File: src/rtl/tt_wrap_pkg.sv
// Shared types and defaults for the multi-core Tiny Tapeout pad wrapper.
package tt_wrap_pkg;

    localparam int DEF_NUM_CORES     = 2;
    localparam int DEF_SEL_W         = 2;
    localparam int DEF_SYNC_STAGES   = 2;
    localparam int DEF_SETTLE_CYCLES = 8;

    typedef enum logic [2:0] {
        ST_RESET,
        ST_SETTLE,
        ST_RUN,
        ST_HALT,
        ST_SELFTEST
    } state_t;

    // Low bit of core k's byte lane in the packed core buses.
    function automatic int slice_lo(input int k);
        return 8 * k;
    endfunction

endpackage

File: src/rtl/tt_core_select_wrapper_sync.sv
// Width/depth parametrised flop synchroniser with asynchronous clear to zero.
module tt_sync_chain #(
    parameter int WIDTH = 1,
    parameter int DEPTH = 2
) (
    input  logic             clk,
    input  logic             rst_n,
    input  logic [WIDTH-1:0] i_d,
    output logic [WIDTH-1:0] o_q
);

    logic [DEPTH-1:0][WIDTH-1:0] r_q;

    always_ff @(posedge clk or negedge rst_n) begin
        if (!rst_n) begin
            r_q <= '0;
        end else begin
            r_q <= {r_q[DEPTH-2:0], i_d};
        end
    end

    assign o_q = r_q[DEPTH-1];

endmodule

File: src/rtl/tt_core_select_wrapper.sv
// Multi-core pad wrapper: syncs reset/inputs, latches a core select after reset and muxes
// the selected core onto registered pads. TT_WRAP_SELFTEST_EN adds a counter self-test mode.
module tt_core_select_wrapper
    import tt_wrap_pkg::*;
#(
    parameter int NUM_CORES     = DEF_NUM_CORES,
    parameter int SEL_W         = DEF_SEL_W,
    parameter int SYNC_STAGES   = DEF_SYNC_STAGES,
    parameter int SETTLE_CYCLES = DEF_SETTLE_CYCLES
) (
    input  logic                   clk,
    input  logic                   rst_n,
    input  logic                   ena,
    input  logic [7:0]             ui_in,
    output logic [7:0]             uo_out,
    input  logic [7:0]             uio_in,
    output logic [7:0]             uio_out,
    output logic [7:0]             uio_oe,
    output logic [NUM_CORES-1:0]   core_rst,
    output logic [7:0]             core_ui_in,
    output logic [7:0]             core_uio_in,
    input  logic [8*NUM_CORES-1:0] core_uo_out,
    input  logic [8*NUM_CORES-1:0] core_uio_out,
    input  logic [8*NUM_CORES-1:0] core_uio_oe,
    output logic                   sel_valid,
    output logic [SEL_W-1:0]       sel_idx
);

    localparam int               CNT_W    = $clog2(SETTLE_CYCLES + 1);
    localparam logic [CNT_W-1:0] CNT_LAST = CNT_W'(SETTLE_CYCLES - 1);

    logic                 w_rst_sync_n;
    logic [7:0]           w_ui_sync;
    logic [7:0]           w_uio_sync;
    logic [SEL_W-1:0]     w_sel_next;
    logic                 w_sel_ok;
    logic [7:0]           w_uo;
    logic [7:0]           w_uio;
    logic [7:0]           w_oe;
    logic                 w_unused;

    state_t               r_state;
    logic [CNT_W-1:0]     r_cnt;
    logic [SEL_W-1:0]     r_sel_idx;
    logic [NUM_CORES-1:0] r_core_rst;
    logic [7:0]           r_uo;
    logic [7:0]           r_uio;
    logic [7:0]           r_oe;
`ifdef TT_WRAP_SELFTEST_EN
    logic [7:0]           r_st_cnt;
`endif

    assign w_unused = &{1'b0, ena};

    tt_sync_chain #(.WIDTH(1), .DEPTH(SYNC_STAGES)) u_rst_sync (
        .clk   (clk),
        .rst_n (rst_n),
        .i_d   (1'b1),
        .o_q   (w_rst_sync_n)
    );

    tt_sync_chain #(.WIDTH(8), .DEPTH(SYNC_STAGES)) u_ui_sync (
        .clk   (clk),
        .rst_n (w_rst_sync_n),
        .i_d   (ui_in),
        .o_q   (w_ui_sync)
    );

    tt_sync_chain #(.WIDTH(8), .DEPTH(SYNC_STAGES)) u_uio_sync (
        .clk   (clk),
        .rst_n (w_rst_sync_n),
        .i_d   (uio_in),
        .o_q   (w_uio_sync)
    );

    assign w_sel_next = w_ui_sync[SEL_W-1:0];
    assign w_sel_ok   = (int'(w_sel_next) < NUM_CORES);

    // Explicit per-core compare keeps an out-of-range select from indexing past the bus.
    always_comb begin
        w_uo  = '0;
        w_uio = '0;
        w_oe  = '0;
        for (int k = 0; k < NUM_CORES; k++) begin
            if (r_sel_idx == SEL_W'(k)) begin
                w_uo  = core_uo_out[slice_lo(k) +: 8];
                w_uio = core_uio_out[slice_lo(k) +: 8];
                w_oe  = core_uio_oe[slice_lo(k) +: 8];
            end
        end
    end

    always_ff @(posedge clk or negedge w_rst_sync_n) begin
        if (!w_rst_sync_n) begin
            r_state    <= ST_RESET;
            r_cnt      <= '0;
            r_sel_idx  <= '0;
            r_core_rst <= '1;
            r_uo       <= '0;
            r_uio      <= '0;
            r_oe       <= '0;
`ifdef TT_WRAP_SELFTEST_EN
            r_st_cnt   <= '0;
`endif
        end else begin
            case (r_state)
                ST_RESET: begin
                    r_state <= ST_SETTLE;
                    r_cnt   <= '0;
                end
                ST_SETTLE: begin
                    r_cnt <= r_cnt + 1'b1;
                    if (r_cnt == CNT_LAST) begin
                        r_sel_idx <= w_sel_next;
                        if (w_sel_ok) begin
                            r_state <= ST_RUN;
`ifdef TT_WRAP_SELFTEST_EN
                        end else if (w_sel_next == '1) begin
                            r_state <= ST_SELFTEST;
`endif
                        end else begin
                            r_state <= ST_HALT;
                        end
                    end
                end
                default: ;
            endcase

            // Pads and core resets follow the state held before this edge.
            case (r_state)
                ST_RUN: begin
                    r_core_rst <= ~(NUM_CORES'(1) << r_sel_idx);
                    r_uo       <= w_uo;
                    r_uio      <= w_uio;
                    r_oe       <= w_oe;
                end
`ifdef TT_WRAP_SELFTEST_EN
                ST_SELFTEST: begin
                    r_core_rst <= '1;
                    r_uo       <= r_st_cnt;
                    r_uio      <= w_ui_sync;
                    r_oe       <= 8'hFF;
                    r_st_cnt   <= r_st_cnt + 8'd1;
                end
`endif
                default: begin
                    r_core_rst <= '1;
                    r_uo       <= '0;
                    r_uio      <= '0;
                    r_oe       <= '0;
                end
            endcase
        end
    end

    assign uo_out      = r_uo;
    assign uio_out     = r_uio;
    assign uio_oe      = r_oe;
    assign core_rst    = r_core_rst;
    assign core_ui_in  = w_ui_sync;
    assign core_uio_in = w_uio_sync;
    assign sel_valid   = (r_state == ST_RUN);
    assign sel_idx     = r_sel_idx;

endmodule

File: config.mk
export PLATFORM = sky130hd
export DESIGN_NAME = tt_core_select_wrapper
export DESIGN_NICKNAME = d
export VERILOG_FILES = /design/src/rtl/tt_wrap_pkg.sv /design/src/rtl/tt_core_select_wrapper_sync.sv /design/src/rtl/tt_core_select_wrapper.sv
export SDC_FILE = /design/constraint.sdc
export NUM_CORES = 1
export LEC_CHECK = 0
export BUFFER_PORTS_ARGS = -buffer_cell sky130_fd_sc_hd__buf_2
export CORE_ASPECT_RATIO = 1.5
export CORE_MARGIN = 5
export CORE_UTILIZATION = 45
export CTS_CLUSTER_SIZE = 20
export DETAILED_ROUTE_END_ITERATION = 6
export GPL_TIMING_DRIVEN = 0
export PLACE_DENSITY_LB_ADDON = 0.3
export SYNTH_ARGS = -nofsm -noshare
export SYNTH_HDL_FRONTEND = slang
export SYNTH_HIERARCHICAL = 1
export SYNTH_SLANG_ARGS = --single-unit
export TNS_END_PERCENT = 5
File: constraint.sdc
create_clock -name clk -period 2.77 [get_ports clk]
set_input_delay 0 -clock clk [delete_from_list [all_inputs] [get_ports clk]]
set_output_delay 0 -clock clk [all_outputs]
set_load 0.02 [all_outputs]
# Yosys cells after proc, flatten, opt, wreduce, memory -nomap -nowiden

Index checks and enable logic that the tools add are counted.

Flip-flop bits (word level): 69
Memory bits (writable): 0
Memories kept: 0
Memory bits (read-only): 0
Word-level logic and storage cells: 41
Bits in latches: 0

$add $sub $neg: 1
Magnitude comparators: 1
Bitwise gates (word level): 1
$mul: 0
Eq/ne operators: 5
Reductions and logical operators: 5
Shift-type cells: 1
Divide/modulo/power cells: 0
Multiplexer cells: 14

Operator list:

| operator            | number |
|---|---|
| $mux 8              | 9 |
| $pmux 4 s2          | 1 |
| $pmux 3 s2          | 1 |
| $add 4x1->4 const B | 1 |
| $eq 4x3->1 const B  | 1 |
| $reduce_and 2->1    | 2 |
| $eq 3x1->1 const B  | 1 |
| $eq 3x2->1 const B  | 1 |
| $logic_not 3->1     | 1 |
| $mux 3              | 1 |
| $eq 2x1->1 const B  | 1 |
| $logic_not 2->1     | 1 |
| $lt 2x2->1 const B  | 1 |
| $mux 2              | 1 |
| $ne 2x2->1 const B  | 1 |
| $not 2->2           | 1 |
| $reduce_bool 2->1   | 1 |
| $shl 1x2->2 const A | 1 |
| $mux 1              | 1 |

# Longest topological paths before layout

Word-level depth: 4
Gate-level depth with buffers: 5
Gate-level depth less buffers: 4

# Modules after synthesis

Netlist, hierarchy kept.

Modules (own cells, without submodules):

| module                         | sequential area each (um^2) | cells an instance | area an instance (um^2) | instances |
|---|---|---|---|---|
| tt_core_select_wrapper         | 853.3                       | 88                | 1331.3                  | 1 |
| tt_sync_chain at u_ui_sync ... | 400.4                       | 24                | 460.4                   | 2 |
| tt_sync_chain at u_rst_sync    | 50.0                        | 2                 | 50.0                    | 1 |

# Worst setup path after synthesis

OpenSTA, ideal clock, no wires.

Kind: reg2reg
From: register r_state[1]
To: register r_sel_idx[0], in the netlist sel_idx[0]
Clock period less this slack: 1.249 ns
Library setup time: 0.125 ns
Arrival time: 1.124 ns
Setup slack: 1.521 ns
Stages on the path, launching flop included: 5
Path through: dfrtp_1 buf_6 and2b_1 nand4b_1 mux2_2

Cells in the longest elaborated chain, start to end: 2

Ends and longest elaborated chain:

| what                       | RTL line                      | source |
|---|---|---|
| from (decl)                | tt_core_select_wrapper.sv:42  | `state_t r_state;` |
| from (signal assigned)     | tt_core_select_wrapper.sv:95  | `r_state <= ST_RESET;` |
| from (signal assigned)     | tt_core_select_wrapper.sv:108 | `r_state <= ST_SETTLE;` |
| from (signal assigned)     | tt_core_select_wrapper.sv:116 | `r_state <= ST_RUN;` |
| $eq 3x1->1                 | tt_core_select_wrapper.sv:106 | `case (r_state)` |
| $reduce_and 2->1 (no line) | -                             |  |
| to (signal assigned)       | tt_core_select_wrapper.sv:114 | `r_sel_idx <= w_sel_next;` |
| to (decl)                  | tt_core_select_wrapper.sv:44  | `logic [SEL_W-1:0] r_sel_idx;` |

No other way between the ends.
A chain may end at the register's enable or synchronous reset.

# Final worst setup path

From: register r_state[0]
To: register r_uo[1], in the netlist uo_out[1]

Cells in the longest elaborated chain, start to end: 2

Ends and longest elaborated chain:

| what                 | RTL line                      | source |
|---|---|---|
| $eq 3x2->1           | tt_core_select_wrapper.sv:130 | `case (r_state)` |
| $mux 8               | tt_core_select_wrapper.sv:130 |  |
| to (signal assigned) | tt_core_select_wrapper.sv:133 | `r_uo <= w_uo;` |
| to (decl)            | tt_core_select_wrapper.sv:46  | `logic [7:0] r_uo;` |

No other way between the ends.

==> results_dict.tcl <==
set metrics [dict create \
    status "complete, no violations" \
    die_h_um 97.6 \
    grt_overflow 0 \
    setup_violations 0 \
    drv_slew 0 \
    htree_levels 3 \
    min_period_ps 2010 \
    port_buffers 110 \
    clk_pin_slew_ps 80 \
    core-area_mm2 0.00504 \
    reg2reg_setup_slack_ps 760 \
    synth.avg_cell_area_um2 16.7 \
    cp.buffers_inverters 2 \
    syn-num-nets 206 \
    crit_family "buffers and inverters" \
    synth.yosys.warnings 6 \
    cts_root_buffer "clkbuf_8" \
    ant_nets 0 \
    grt_setup_unrepaired "false" \
    dieArea_mm2 0.00668 \
    ys_types 23 \
    slowest_stage "dlygate4sd3_1" \
    wl_per_cell_um 15.8 \
    gp_congestion 0.701 \
    antenna_found_initial 0 \
    num-nets-final 394 \
    reg2reg_to "uo_out[1]" \
    cts_hold_buf 66 \
    worst_slack_ps 761 \
    ys_seq_area_frac 0.740 \
    hold_path_depth 2 \
    cp_num_cells 5 \
    fmax_mhz 498 \
    wl_um 6290 \
    setup_tns_ps 0 \
    finalHoldViolCount 0 \
    cp-start-kind "flip-flop" \
    start_util 0.456 \
    clock_path_buffers 2 \
    cts_sinks 68 \
    required_ps 3040 \
    ys_ff_latch 68 \
    drc 0 \
    viasPerCell 4.59 \
    cp_data_arrival_time_ps 2280 \
    grt_util_all_layers 0.204 \
    netlist_area_mm2 0.00230 \
    post_cts_resize_count 0 \
    placementRows 32 \
    dpl_worst_slack_ps 1360 \
    insertion_delay_ps 340 \
    hold_class "input port to flip-flop" \
    worst_pin_slew_ps 756 \
    vias 1830 \
    holdPathEnd "u_ui_sync/r_q[0]" \
    grt_pass1_wl_um 9760 \
    post_cts_buffers 0 \
    leakagePower_uw 0.00202 \
    ir_drop_v 0.000475 \
    cp-end-kind "flip-flop" \
    cts_buffers 9 \
    cp_max_fo 10 \
    first_iter_violations 44 \
    grt_pass1_vias 2053 \
    dr.pass1.iters 4 \
    hold_start "ui_in[0]" \
    num_antenna_cells 0 \
    rr_worst_depth 5 \
    final_cell_mix "112 x buf_2, 66 x dlygate4sd3_1, 65 x dfrtp_1, 19 x a22o_2, 16 x buf_4" \
    hpwlAfterDp_um 3630 \
    crit_path_max_incr_delay_ps 570 \
    layout_commonest_cell "buf_2" \
    grt_start_max_net_pins 35 \
    die_w_um 68.4 \
    tritoncts "done" \
    period_share 0.725 \
    cp_cell_sequence "nand2b_4 -> nor3_4 -> buf_2 -> a22o_2 -> dlygate4sd3_1" \
    max_slew_margin 0.496 \
    finClkSkew_ps 6.22 \
    netlist_instances 138 \
    powerDensity_mw_per_mm2 560 \
    drv_cap 0 \
    r2r_start "r_state[0]" \
    area_growth_pct 65.9 \
    path_class "flip-flop to flip-flop" \
    drive_above_1_share 0.529 \
    io_pins 112 \
]
==> flip-flops by register name, indices dropped and copies added, names as in the netlist <==
name            cells
u_ui_sync/o_q       8
u_ui_sync/r_q       8
u_uio_sync/o_q      8
u_uio_sync/r_q      8
uio_oe              8
uio_out             8
uo_out              8
r_cnt               4
core_rst            2
r_state             2
sel_idx             2
u_rst_sync/o_q      1
u_rst_sync/r_q      1
==> routing by layer <==
layer	up-vias	track usage	wire, um
li1	837	-	-
met1	890	0.209	2110
met2	92	0.354	3490
met3	11	0.0683	558
met4	0	0.0934	127
met5	-	0	0
==> worst max path at each step <==
stage	slack [ps]	from	end
final	760	r_state[0]	uo_out[1]
after global routing	680	r_state[0]	uo_out[1]
after CTS	820	r_state[0]	uo_out[0]
after detailed placement	1360	r_state[0]	uo_out[0]
after global placement	140	u_rst_sync/o_q	u_uio_sync/o_q[5]
after floorplan	740	u_rst_sync/o_q	r_cnt[0]
==> power by group <==
group / total (uW) / internal, uW / switching (uW)
logic: 268 / 152 / 116
clock network: 807 / 419 / 387
registers: 1060 / 1040 / 24.9
total: 2140 / 1610 / 528
==> cell usage after synthesis (all sizes together) <==
cell | n | share of area
a22o | 26 | 0.11
o311ai | 1 | 0.0038
dfstp | 2 | 0.023
and2b | 1 | 0.0033
o21ai | 1 | 0.0022
buf | 21 | 0.071
nor3 | 1 | 0.0071
ha | 1 | 0.0054
nand2 | 2 | 0.0033
inv | 3 | 0.0049
conb | 1 | 0.0016
mux2 | 2 | 0.0098
mux2i | 1 | 0.0043
nand3 | 2 | 0.0043
o21a | 1 | 0.0033
dfrtp | 66 | 0.72
nand2b | 4 | 0.014
nand4b | 1 | 0.0038
nor3b | 1 | 0.0082
==> area by class of cell <==
| cell class | count | area, um^2 |
|---|---|---|
| timing repair buffer | 177 | 1230 |
| tap | 68 | 85.1 |
| sequential | 68 | 1710 |
| fill | 332 | 1220 |
| inverter | 3 | 11.3 |
| buffer | 21 | 164 |
| multi-input combinational | 46 | 423 |
| clock buffer | 9 | 124 |
| clock inverter | 7 | 76.3 |
==> metrics by stage <==
stage	utilization	instance area, um^2	hold slack (ps)	instances	power (uW)
finish	0.757	3820	298	399	2140
global route	0.757	3820	297	399	2220
CTS	0.757	3820	275	399	2150
detailed placement	0.587	2960	-213	317	1270
global placement	0.582	2940	-214	316	1260
floorplan	-	2300	-296	138	1180
==> worst register-to-register path, delay by kind of cell, from the launching register on <==
family,cells,cell delay [ps]
compound gates,1,180
buf+inv,2,870
flops,1,420
simple gates,2,470
==> kinds of logic (layout without fill, tap and decap cells) <==
| group | after synthesis | in the layout | share of synthesized area |
|---|---|---|---|
| compound gates | 29 | 29 | 0.118 |
| mux | 3 | 3 | 0.0141 |
| simple gates | 12 | 12 | 0.0440 |
| buf+inv | 24 | 217 | 0.0761 |
| other cells | 1 | 1 | 0.00163 |
| fa+ha+maj | 1 | 1 | 0.00543 |
| flops | 68 | 68 | 0.740 |
Power figures use the tool's default switching activity.
